===== config.mk =====
export PLATFORM = sky130hd
export DESIGN_NAME = spi_master_ctrl_flat
export DESIGN_NICKNAME = d
export VERILOG_FILES = /design/src/rtl/spi_pkg.sv /design/src/rtl/spi_master_ctrl_if.sv /design/src/rtl/spi_shift_reg.sv /design/src/rtl/spi_master_ctrl.sv /design/src/flat_wrapper.sv
export SDC_FILE = /design/constraint.sdc
export NUM_CORES = 1
export LEC_CHECK = 0
export ABC_CLOCK_PERIOD_IN_PS = 4330
export BUFFER_PORTS_ARGS = -buffer_cell sky130_fd_sc_hd__buf_2
export CAP_MARGIN = 25
export CORE_MARGIN = 1
export CORE_UTILIZATION = 55
export DETAILED_ROUTE_END_ITERATION = 6
export PLACE_DENSITY = 0.86
export SLEW_MARGIN = 25
export SYNTH_ARGS = -nofsm -noshare
export SYNTH_HDL_FRONTEND = slang
export SYNTH_SLANG_ARGS = --single-unit

===== constraint.sdc =====
create_clock -name clk -period 4.33 [get_ports clk]
set_clock_uncertainty 0.1 [all_clocks]
set_input_delay 0.433 -clock clk [delete_from_list [all_inputs] [get_ports clk]]
set_output_delay 0.433 -clock clk [all_outputs]
set_load 0.03 [all_outputs]

===== src/rtl/spi_pkg.sv =====
// spi_pkg
// Shared definitions for the SPI master controller: command encodings,
// frame constants and the controller state type.
// No ports (package).
package spi_pkg;

    // Command field, cmd_word[9:8]
    localparam logic [1:0] CMD_WR_ADDR = 2'b00;
    localparam logic [1:0] CMD_WR_DATA = 2'b01;
    localparam logic [1:0] CMD_RD_ADDR = 2'b10;
    localparam logic [1:0] CMD_RD_DATA = 2'b11;

    // Frame constants
    localparam int DATA_BITS = 10;  // command + payload bits shifted out on MOSI
    localparam int RD_BITS   = 8;   // response bits captured from MISO

    typedef enum logic [2:0] {
        ST_IDLE    = 3'd0,
        ST_SELECT  = 3'd1,
        ST_CMD     = 3'd2,
        ST_SHIFT   = 3'd3,
        ST_WAIT    = 3'd4,
        ST_CAPTURE = 3'd5,
        ST_TAIL    = 3'd6,
        ST_GAP     = 3'd7
    } spi_state_t;

    // Only read-data frames have a MISO response phase.
    function automatic logic is_rd_data(input logic [1:0] cmd);
        return cmd == CMD_RD_DATA;
    endfunction

endpackage


===== src/rtl/spi_master_ctrl_if.sv =====
// spi_master_ctrl_if
// Bundles the parallel command port and the serial SPI pins of the master.
//   start, cmd_word : command request from the host
//   busy, done      : frame status
//   rd_data, rd_valid : captured read-data response
//   SS_n, MOSI, MISO  : serial link to the SPI slave
// Modports: slave  = controller side (spi_master_ctrl)
//           master = host/environment side
//
// Handshake: a command is taken on a rising clk edge where start=1 and
// busy=0; start while busy=1 is dropped, nothing is queued. cmd_word only
// needs to be valid on that accepting edge. done (and rd_valid on read-data
// frames) pulses for exactly one cycle when SS_n returns high.
interface spi_master_ctrl_if;
    import spi_pkg::*;

    logic                 start;
    logic [DATA_BITS-1:0] cmd_word;
    logic                 busy;
    logic                 done;
    logic [RD_BITS-1:0]   rd_data;
    logic                 rd_valid;
    logic                 SS_n;
    logic                 MOSI;
    logic                 MISO;

    modport slave (
        input  start, cmd_word, MISO,
        output busy, done, rd_data, rd_valid, SS_n, MOSI
    );

    modport master (
        output start, cmd_word, MISO,
        input  busy, done, rd_data, rd_valid, SS_n, MOSI
    );

endinterface


===== src/rtl/spi_shift_reg.sv =====
// spi_shift_reg
// Parameterised load / shift-left register. Load wins over shift; the
// serial input enters at bit 0 so the first bit shifted in ends up as MSB.
//   clk, rst  : clock, synchronous active-high reset (clears to 0)
//   load      : parallel load of load_val
//   load_val  : value to load
//   shift_en  : shift left by one, ser_in into bit 0
//   ser_in    : serial input
//   q         : register contents (q[W-1] is the serial output)
module spi_shift_reg #(
    parameter int W = 8
) (
    input  logic         clk,
    input  logic         rst,
    input  logic         load,
    input  logic [W-1:0] load_val,
    input  logic         shift_en,
    input  logic         ser_in,
    output logic [W-1:0] q
);

    always_ff @(posedge clk) begin
        if (rst) begin
            q <= '0;
        end else if (load) begin
            q <= load_val;
        end else if (shift_en) begin
            q <= {q[W-2:0], ser_in};
        end
    end

endmodule


===== src/rtl/spi_master_ctrl.sv =====
// spi_master_ctrl
// SPI master for the RAM subsystem slave port. Takes a 10-bit command,
// drives one frame on SS_n/MOSI (select cycle, command-check bit, 10 data
// bits MSB first) and, for read-data commands, captures an 8-bit MISO
// response. MOSI/MISO are timed directly on clk.
//   clk       : system clock
//   rst       : synchronous active-high reset
//   bus       : spi_master_ctrl_if.slave (command port + SPI pins)
//   state_dbg : current controller state
// Parameters:
//   RD_WAIT : cycles between last MOSI bit and first MISO sample (>=1)
//   GAP     : minimum SS_n-high cycles between frames (>=1)
module spi_master_ctrl
    import spi_pkg::*;
#(
    parameter int RD_WAIT = 2,
    parameter int GAP     = 1
) (
    input  logic               clk,
    input  logic               rst,
    spi_master_ctrl_if.slave   bus,
    output spi_state_t         state_dbg
);

    // One shared down-counter serves SHIFT, WAIT, CAPTURE and GAP; it is
    // sized for the longest of them.
    localparam int CNT_MAX_A = (RD_WAIT > GAP) ? RD_WAIT : GAP;
    localparam int CNT_MAX   = (CNT_MAX_A > DATA_BITS) ? CNT_MAX_A : DATA_BITS;
    localparam int CNT_W     = $clog2(CNT_MAX + 1);

    spi_state_t           state_q, state_d;
    logic [CNT_W-1:0]     cnt_q, cnt_d;
    logic                 rd_frame_q;
    logic                 done_q;
    logic                 rd_valid_q;
    logic [RD_BITS-1:0]   rd_data_q;
    logic [DATA_BITS-1:0] mosi_q;
    logic [RD_BITS-1:0]   miso_q;
    logic                 gap_last;
    logic                 capture_last;
    logic                 busy;
    logic                 accept;
    logic                 mosi_active;
    logic                 unused_mosi_tail;

    // The last GAP cycle already counts as not busy so a new start can be
    // taken on the edge that ends the gap; this gives exactly GAP high
    // cycles between frames when start is held.
    assign gap_last     = (state_q == ST_GAP) && (cnt_q == '0);
    assign capture_last = (state_q == ST_CAPTURE) && (cnt_q == '0);
    assign busy         = !((state_q == ST_IDLE) || gap_last);
    assign accept       = bus.start && !busy;

    // Next-state and counter logic
    always_comb begin
        state_d = state_q;
        cnt_d   = cnt_q;
        unique case (state_q)
            ST_IDLE: begin
                if (accept) state_d = ST_SELECT;
            end
            ST_SELECT: begin
                state_d = ST_CMD;
            end
            ST_CMD: begin
                state_d = ST_SHIFT;
                cnt_d   = CNT_W'(DATA_BITS - 1);
            end
            ST_SHIFT: begin
                if (cnt_q == '0) begin
                    if (rd_frame_q) begin
                        state_d = ST_WAIT;
                        cnt_d   = CNT_W'(RD_WAIT - 1);
                    end else begin
                        state_d = ST_TAIL;
                    end
                end else begin
                    cnt_d = cnt_q - 1'b1;
                end
            end
            ST_WAIT: begin
                if (cnt_q == '0) begin
                    state_d = ST_CAPTURE;
                    cnt_d   = CNT_W'(RD_BITS - 1);
                end else begin
                    cnt_d = cnt_q - 1'b1;
                end
            end
            ST_CAPTURE: begin
                if (cnt_q == '0) begin
                    state_d = ST_GAP;
                    cnt_d   = CNT_W'(GAP - 1);
                end else begin
                    cnt_d = cnt_q - 1'b1;
                end
            end
            ST_TAIL: begin
                state_d = ST_GAP;
                cnt_d   = CNT_W'(GAP - 1);
            end
            ST_GAP: begin
                if (cnt_q == '0) begin
                    state_d = accept ? ST_SELECT : ST_IDLE;
                end else begin
                    cnt_d = cnt_q - 1'b1;
                end
            end
            default: begin
                state_d = ST_IDLE;
                cnt_d   = '0;
            end
        endcase
    end

    // State, counter and status registers
    always_ff @(posedge clk) begin
        if (rst) begin
            state_q    <= ST_IDLE;
            cnt_q      <= '0;
            rd_frame_q <= 1'b0;
            done_q     <= 1'b0;
            rd_valid_q <= 1'b0;
            rd_data_q  <= '0;
        end else begin
            state_q    <= state_d;
            cnt_q      <= cnt_d;
            done_q     <= (state_q == ST_TAIL) || capture_last;
            rd_valid_q <= capture_last;
            if (accept) begin
                rd_frame_q <= is_rd_data(bus.cmd_word[DATA_BITS-1:DATA_BITS-2]);
            end
            if (capture_last) begin
                rd_data_q <= miso_q;
            end
        end
    end

    // MOSI source: the whole command is loaded on acceptance, so later
    // cmd_word changes cannot reach the wire. It only moves during SHIFT;
    // SELECT and CMD both present the MSB.
    spi_shift_reg #(
        .W (DATA_BITS)
    ) u_mosi_sr (
        .clk      (clk),
        .rst      (rst),
        .load     (accept),
        .load_val (bus.cmd_word),
        .shift_en (state_q == ST_SHIFT),
        .ser_in   (1'b0),
        .q        (mosi_q)
    );

    // MISO capture: sample on every edge that enters or stays in CAPTURE,
    // i.e. the first sample lands on the edge that ends WAIT. Cleared on
    // acceptance so no stale bits survive from a previous frame.
    spi_shift_reg #(
        .W (RD_BITS)
    ) u_miso_sr (
        .clk      (clk),
        .rst      (rst),
        .load     (accept),
        .load_val ('0),
        .shift_en (state_d == ST_CAPTURE),
        .ser_in   (bus.MISO),
        .q        (miso_q)
    );

    assign mosi_active      = (state_q == ST_SELECT) || (state_q == ST_CMD) ||
                              (state_q == ST_SHIFT);
    assign unused_mosi_tail = ^mosi_q[DATA_BITS-2:0];

    assign bus.SS_n     = (state_q == ST_IDLE) || (state_q == ST_GAP);
    assign bus.MOSI     = mosi_active ? mosi_q[DATA_BITS-1] : 1'b0;
    assign bus.busy     = busy;
    assign bus.done     = done_q;
    assign bus.rd_valid = rd_valid_q;
    assign bus.rd_data  = rd_data_q;
    assign state_dbg    = state_q;

endmodule


===== src/flat_wrapper.sv =====
// flat-port wrapper written by rule: the top's interface ports become plain ports
module spi_master_ctrl_flat import spi_pkg::*;
#(
    parameter int RD_WAIT = 2,
    parameter int GAP     = 1
)
  (clk, rst, state_dbg, bus_start, bus_cmd_word, bus_MISO, bus_busy, bus_done, bus_rd_data, bus_rd_valid, bus_SS_n, bus_MOSI);
  spi_master_ctrl_if bus_i ();
  input  logic clk;
  input  logic rst;
  output spi_state_t state_dbg;
  input wire logic [$bits(bus_i.start)-1:0] bus_start;
  input wire logic [$bits(bus_i.cmd_word)-1:0] bus_cmd_word;
  input wire logic [$bits(bus_i.MISO)-1:0] bus_MISO;
  output wire logic [$bits(bus_i.busy)-1:0] bus_busy;
  output wire logic [$bits(bus_i.done)-1:0] bus_done;
  output wire logic [$bits(bus_i.rd_data)-1:0] bus_rd_data;
  output wire logic [$bits(bus_i.rd_valid)-1:0] bus_rd_valid;
  output wire logic [$bits(bus_i.SS_n)-1:0] bus_SS_n;
  output wire logic [$bits(bus_i.MOSI)-1:0] bus_MOSI;
  assign bus_i.start = bus_start;
  assign bus_i.cmd_word = bus_cmd_word;
  assign bus_i.MISO = bus_MISO;
  assign bus_busy = bus_i.busy;
  assign bus_done = bus_i.done;
  assign bus_rd_data = bus_i.rd_data;
  assign bus_rd_valid = bus_i.rd_valid;
  assign bus_SS_n = bus_i.SS_n;
  assign bus_MOSI = bus_i.MOSI;
  spi_master_ctrl #(.RD_WAIT(RD_WAIT), .GAP(GAP)) u_core (.clk(clk), .rst(rst), .bus(bus_i), .state_dbg(state_dbg));
endmodule

Word level (Yosys, flattened, before mapping)
Index checks and enable logic that the tools add are counted.

Equal/unequal tests: 11. Add/sub/neg operators: 1. Reduce and logical (&&, ||, !) cells: 15. Muxes and demuxes: 17.

Operators by type and width (count): one-hot mux 3 bit (8 select lines) (1); one-hot mux 4 bit (6 select lines) (1); 2-to-1 mux 10 bit (2); 2-to-1 mux 4 bit (5); equality test 3 bit, second input constant (5); 2-to-1 mux 3 bit (5); equality test 3 x 2 -> 1 bit, second input constant (2); nonzero test 6 bit (1); logical OR 1 bit (5); logical NOT 4 bit (1); subtractor 4 x 1 -> 4 bit, second input constant (1); equality test 3 x 1 -> 1 bit, second input constant (1); logical AND 1 bit (3); logical NOT 3 bit (1); != test 3 x 2 -> 1 bit, second input constant (1); AND reduction 3 bit (1); equality test 2 bit, second input constant (1); 2-to-1 mux 1 bit (2); 2-to-1 mux 2 bit (1); != test 2 bit, second input constant (1); nonzero test 2 bit (1); OR reduction 2 bit (1); logical NOT 1 bit (1).

Bits of input ports: 14. Bits in registers: 36. Output and inout port bits: 16.

Depth between registers and ports, before layout
Depth after elaboration: 8. Gate-level depth with buffers: 8.

Hierarchy
From an unflattened synthesis, not the netlist that was laid out.

Cell total of the unflattened synthesis: 205. Area, all modules: 1801.7 um2.

Modules (own cells, without submodules): spi_master_ctrl (seq. area each 360.3 um2, cells each 126, instances 1, area each 972.2 um2); spi_shift_reg at u_core.u_mosi_sr (seq. area each 200.2 um2, cells each 44, instances 1, area each 460.4 um2); spi_shift_reg at u_core.u_miso_sr (seq. area each 160.2 um2, cells each 35, instances 1, area each 369.1 um2).

Least setup slack after synthesis
OpenSTA, ideal clock, no wires.

Path kind: register -> output. Start: register u_core.state_q[0], in the netlist u_core.state_dbg[0]. End: output bus_MOSI. Path buffers: 1. Slack: 2.137 ns. Data required time: 3.797 ns. Arrival time: 1.660 ns. Stages on the path, launching flop included: 4. Path through: dfxtp_1 -> clkbuf_1 -> nor2_1 -> nor3b_1.

Cells in the longest elaborated chain, start to end: 4.

Ends and longest elaborated chain: from (decl) (line spi_master_ctrl.sv:31) `spi_state_t state_q, state_d;`; from (signal assigned) (line spi_master_ctrl.sv:125) `state_q <= state_d;`; equality test 3 x 1 -> 1 bit or equality test 3 x 2 -> 1 bit (tied branches) (line spi_master_ctrl.sv:168) `assign mosi_active = (state_q == ST_SELECT) || (state_q == ST_CMD) ||`; logical OR 1 bit (line spi_master_ctrl.sv:168); logical OR 1 bit (*) (line spi_master_ctrl.sv:168); 2-to-1 mux 1 bit (*) (line spi_master_ctrl.sv:173) `assign bus.MOSI = mosi_active ? mosi_q[DATA_BITS-1] : 1'b0;`; to (decl) (line flat_wrapper.sv:20) `output wire logic [$bits(bus_i.MOSI)-1:0] bus_MOSI;`.

Every way passes the cells marked *; elsewhere a longest branch is shown, timed or not.

Final worst setup path
Start: register u_core.cnt_q[0]. End: output bus_busy.

Cells in the longest elaborated chain, start to end: 4.

Ends and longest elaborated chain: from (decl) (line spi_master_ctrl.sv:32) `logic [CNT_W-1:0] cnt_q, cnt_d;`; from (signal assigned) (line spi_master_ctrl.sv:126) `cnt_q <= cnt_d;`; logical NOT 4 bit (line spi_master_ctrl.sv:49) `assign gap_last = (state_q == ST_GAP) && (cnt_q == '0);`; logical AND 1 bit (line spi_master_ctrl.sv:49); logical OR 1 bit (line spi_master_ctrl.sv:51) `assign busy = !((state_q == ST_IDLE) || gap_last);`; logical NOT 1 bit (line spi_master_ctrl.sv:51); to (decl) (line flat_wrapper.sv:15) `output wire logic [$bits(bus_i.busy)-1:0] bus_busy;`.

No other way between the ends.

==> reports/results.tsv <==
metric	value	unit
Worst Tran Pin Value	0.852	ns
WL/cell	13.0	um
Via density	5.78	
total gr overflow	0	
XOR/XNOR Fraction of Synth Area	0.511	%
CTS tree	built	
CP endpoint kind	primary output	
die height	57.8	um
Synth Area per Inst	9.07	um2
HP Class	in -> reg	
multiplexer share of the synthesized area	16.5	%
number of synthesized flops with an enable pin	0	
worst skew pair latency	0.34	ns
setup_tns	0	ns
startpoint types	flip-flop	
RSZ-0062 raised after global routing	false	
pin count of the biggest net entering global routing	30	
Die W	57.8	um
Starting Density	60.1	%
Residual DRC	0	
routability cong.	0.823	
sequential share of the synthesized area	42.0	%
final worst path period need	2.66	ns
CTS sink cnt	36	
CTS Hold Buffers Added	0	
Mapped Area	1710	um2
Synth Warn #	0	
Worst Path Buf+Inv	2	
DR pass1 iterations	4	
crit path max fanout	8	
Yosys cell types	39	
Worst path max stage delay	0.71	ns
main combinational cell family by area after synthesis	simple AND/OR/NAND/NOR gates	
Crit path depth	5	
fin cells	244	
Vias	1411	
IO Pins	30	
CP required	3.80	ns
Async SR Flop Fraction	0	%
peak supply drop	0.286	mV
CTS resizes	0	
Detail Route Antenna Nets	0	
dpl ws	1.82	ns
num rows	19	
leak pwr	0.924	nW
reg-to-reg endpoint	u_core.bus.rd_data[7]	
Post-DP HPWL	2200	um
status	finished, final reports clean	
Worst setup endpoint	bus_busy	
synthesis-to-finish area growth	11.2	%
final worst setup slack	1.67	ns
delay-heaviest family, CP	simple AND/OR/NAND/NOR gates	
Hold Fails Final Rpt	0	
CORE AREA	2850	um2
worst-case reg-to-reg path depth	6	
Setup CP Type	reg -> out	
post-CTS setup buffers	0	
Peak Freq	375	MHz
GRT Util Overall	20.8	%
diode count	0	
sequence of cells on the critical path	inv_1 > ha_1 > nor3b_1 > a31oi_1 > buf_2	
Overall Power	807	uW
compound-cell area share of the yosys netlist	13.3	%
number of I/O port buffers	29	
Arr. time, crit path	2.13	ns
Max-Cap Viols	0	
Clock Pin Slew Worst Setup and Hold Paths	0.11	ns
Slew HR	43.1	%
Worst path slowest cell	nor3b_1	
Synth Area in Simple Gates	20.9	%
vias in the first global route	1212	
Post-Synth Adder-Cell Area	1.46	%
placed cells	236	
worst-case clock buffer depth	2	
cell area power density	423	nW/um2
Post-DP Area	1830	um2
Nets	228	
Worst Setup SP	u_core.cnt_q[0]	
Finished Cell Area	1910	um2
Max H-tree Level	2	
total CTS buffers	5	
Worst R2R Start	u_core.cnt_q[0]	
dominant synthesized flop cell	dfxtp_1	
layout cell share with drive strength beyond 1	21.6	%
die area	3340	um2
register-to-register setup slack	1.78	ns
Pins Over Slew Limit	0	
Synth Register Bits	36	
period utilisation layout	61.5	%
synthesized net count	205	
first-pass GRT wire length	5290	um
root buf cell	clkbuf_4	
Hold Path Cell Cnt	3	
Syn Inst Count	189	
setup violators final	0	
Routed Wire Length	3170	um
initial antenna violation count	0	
initial drt markers	26	
flip-flops by register name, indices dropped and copies added, names as in the netlist:
signal,count
u_core.bus.done,1
u_core.state_dbg,3
u_core.bus.rd_data,8
u_core.cnt_q,4
u_core.rd_frame_q,1
u_core.bus.rd_valid,1
u_core.u_mosi_sr.q,10
u_core.u_miso_sr.q,8
placed cells by master (no fill, tap or decap), types with 3 or more instances in the layout:
master / synthesis / routed
nor2b_1: 3 / 3
nand3_1: 7 / 7
mux2i_1: 26 / 26
a21oi_1: 6 / 6
nor2_1: 28 / 28
a211oi_1: 8 / 8
nor2_2: 8 / 8
nand2_1: 9 / 9
o21ai_0: 7 / 7
nor3b_1: 3 / 3
a31oi_1: 4 / 4
clkbuf_4: 0 / 5
buf_2: 4 / 29
dfxtp_1: 36 / 36
inv_1: 6 / 6
worst min-delay path: stages:
cell and delay (ns):
buf_2 0.07, mux2i_1 0.05, nor2_1 0.07
metal layers:
metal	share of wire, %	GRT usage, %	wire, um	vias up
met5	0	0	0	-
met4	1.4	7.82	45	0
met3	4.9	6.70	154	6
met2	48	32.7	1530	39
met1	45	26.8	1440	654
li1	-	-	-	712
through the flow:
step | utilization (%) | hold slack (ns)
after floorplan | - | 0.341
after global placement | 64.1 | 0.360
after detailed placement | 64.1 | 0.357
after CTS | 66.8 | 0.217
after global routing | 66.8 | 0.228
final | 66.8 | 0.226
power by group:
group,leakage [nW],internal (mW),switching [mW]
Clock,0.0422,0.121,0.109
Combinational,0.589,0.0729,0.120
Sequential,0.293,0.355,0.0279
layout make-up:
type                    count  area [um2]
well taps                  31        38.8
fillers                   240         947
clock inverters             2        35.0
inverters                   6        22.5
clock buffers               6        41.3
multi-input cells         134         902
repair buffers             29         145
flip-flops and latches     36         721
how the worst min path moves through the flow:
stage,startpoint,end,slack (ns)
after floorplan,u_core.rd_frame_q,u_core.rd_frame_q,0.34
after global placement,u_core.rd_frame_q,u_core.rd_frame_q,0.36
after detailed placement,u_core.rd_frame_q,u_core.rd_frame_q,0.36
after CTS,bus_cmd_word[0],u_core.u_mosi_sr.q[0],0.22
after global routing,bus_MISO,u_core.u_miso_sr.q[0],0.23
final,bus_cmd_word[0],u_core.u_mosi_sr.q[0],0.23
synthesized netlist by cell type (6+ instances only):
cell type  number  share of area, %
dfxtp_1        36                42
nor2_1         28               6.1
mux2i_1        26                15
nand2_1         9               2.0
a211oi_1        8               3.5
nor2_2          8               2.9
clkbuf_1        7               1.5
nand3_1         7               2.0
o21ai_0         7               2.0
a21oi_1         6               1.8
inv_1           6               1.3
cell families after synthesis:
logic type,count (synthesis)
and+or+nand+nor,70
DFF,36
AOI/OAI and AO/OA,34
muxes,27
buffers and inverters,19
adders and majority gates,2
xor gates and xnor gates,1
Power figures use the tool's default switching activity.
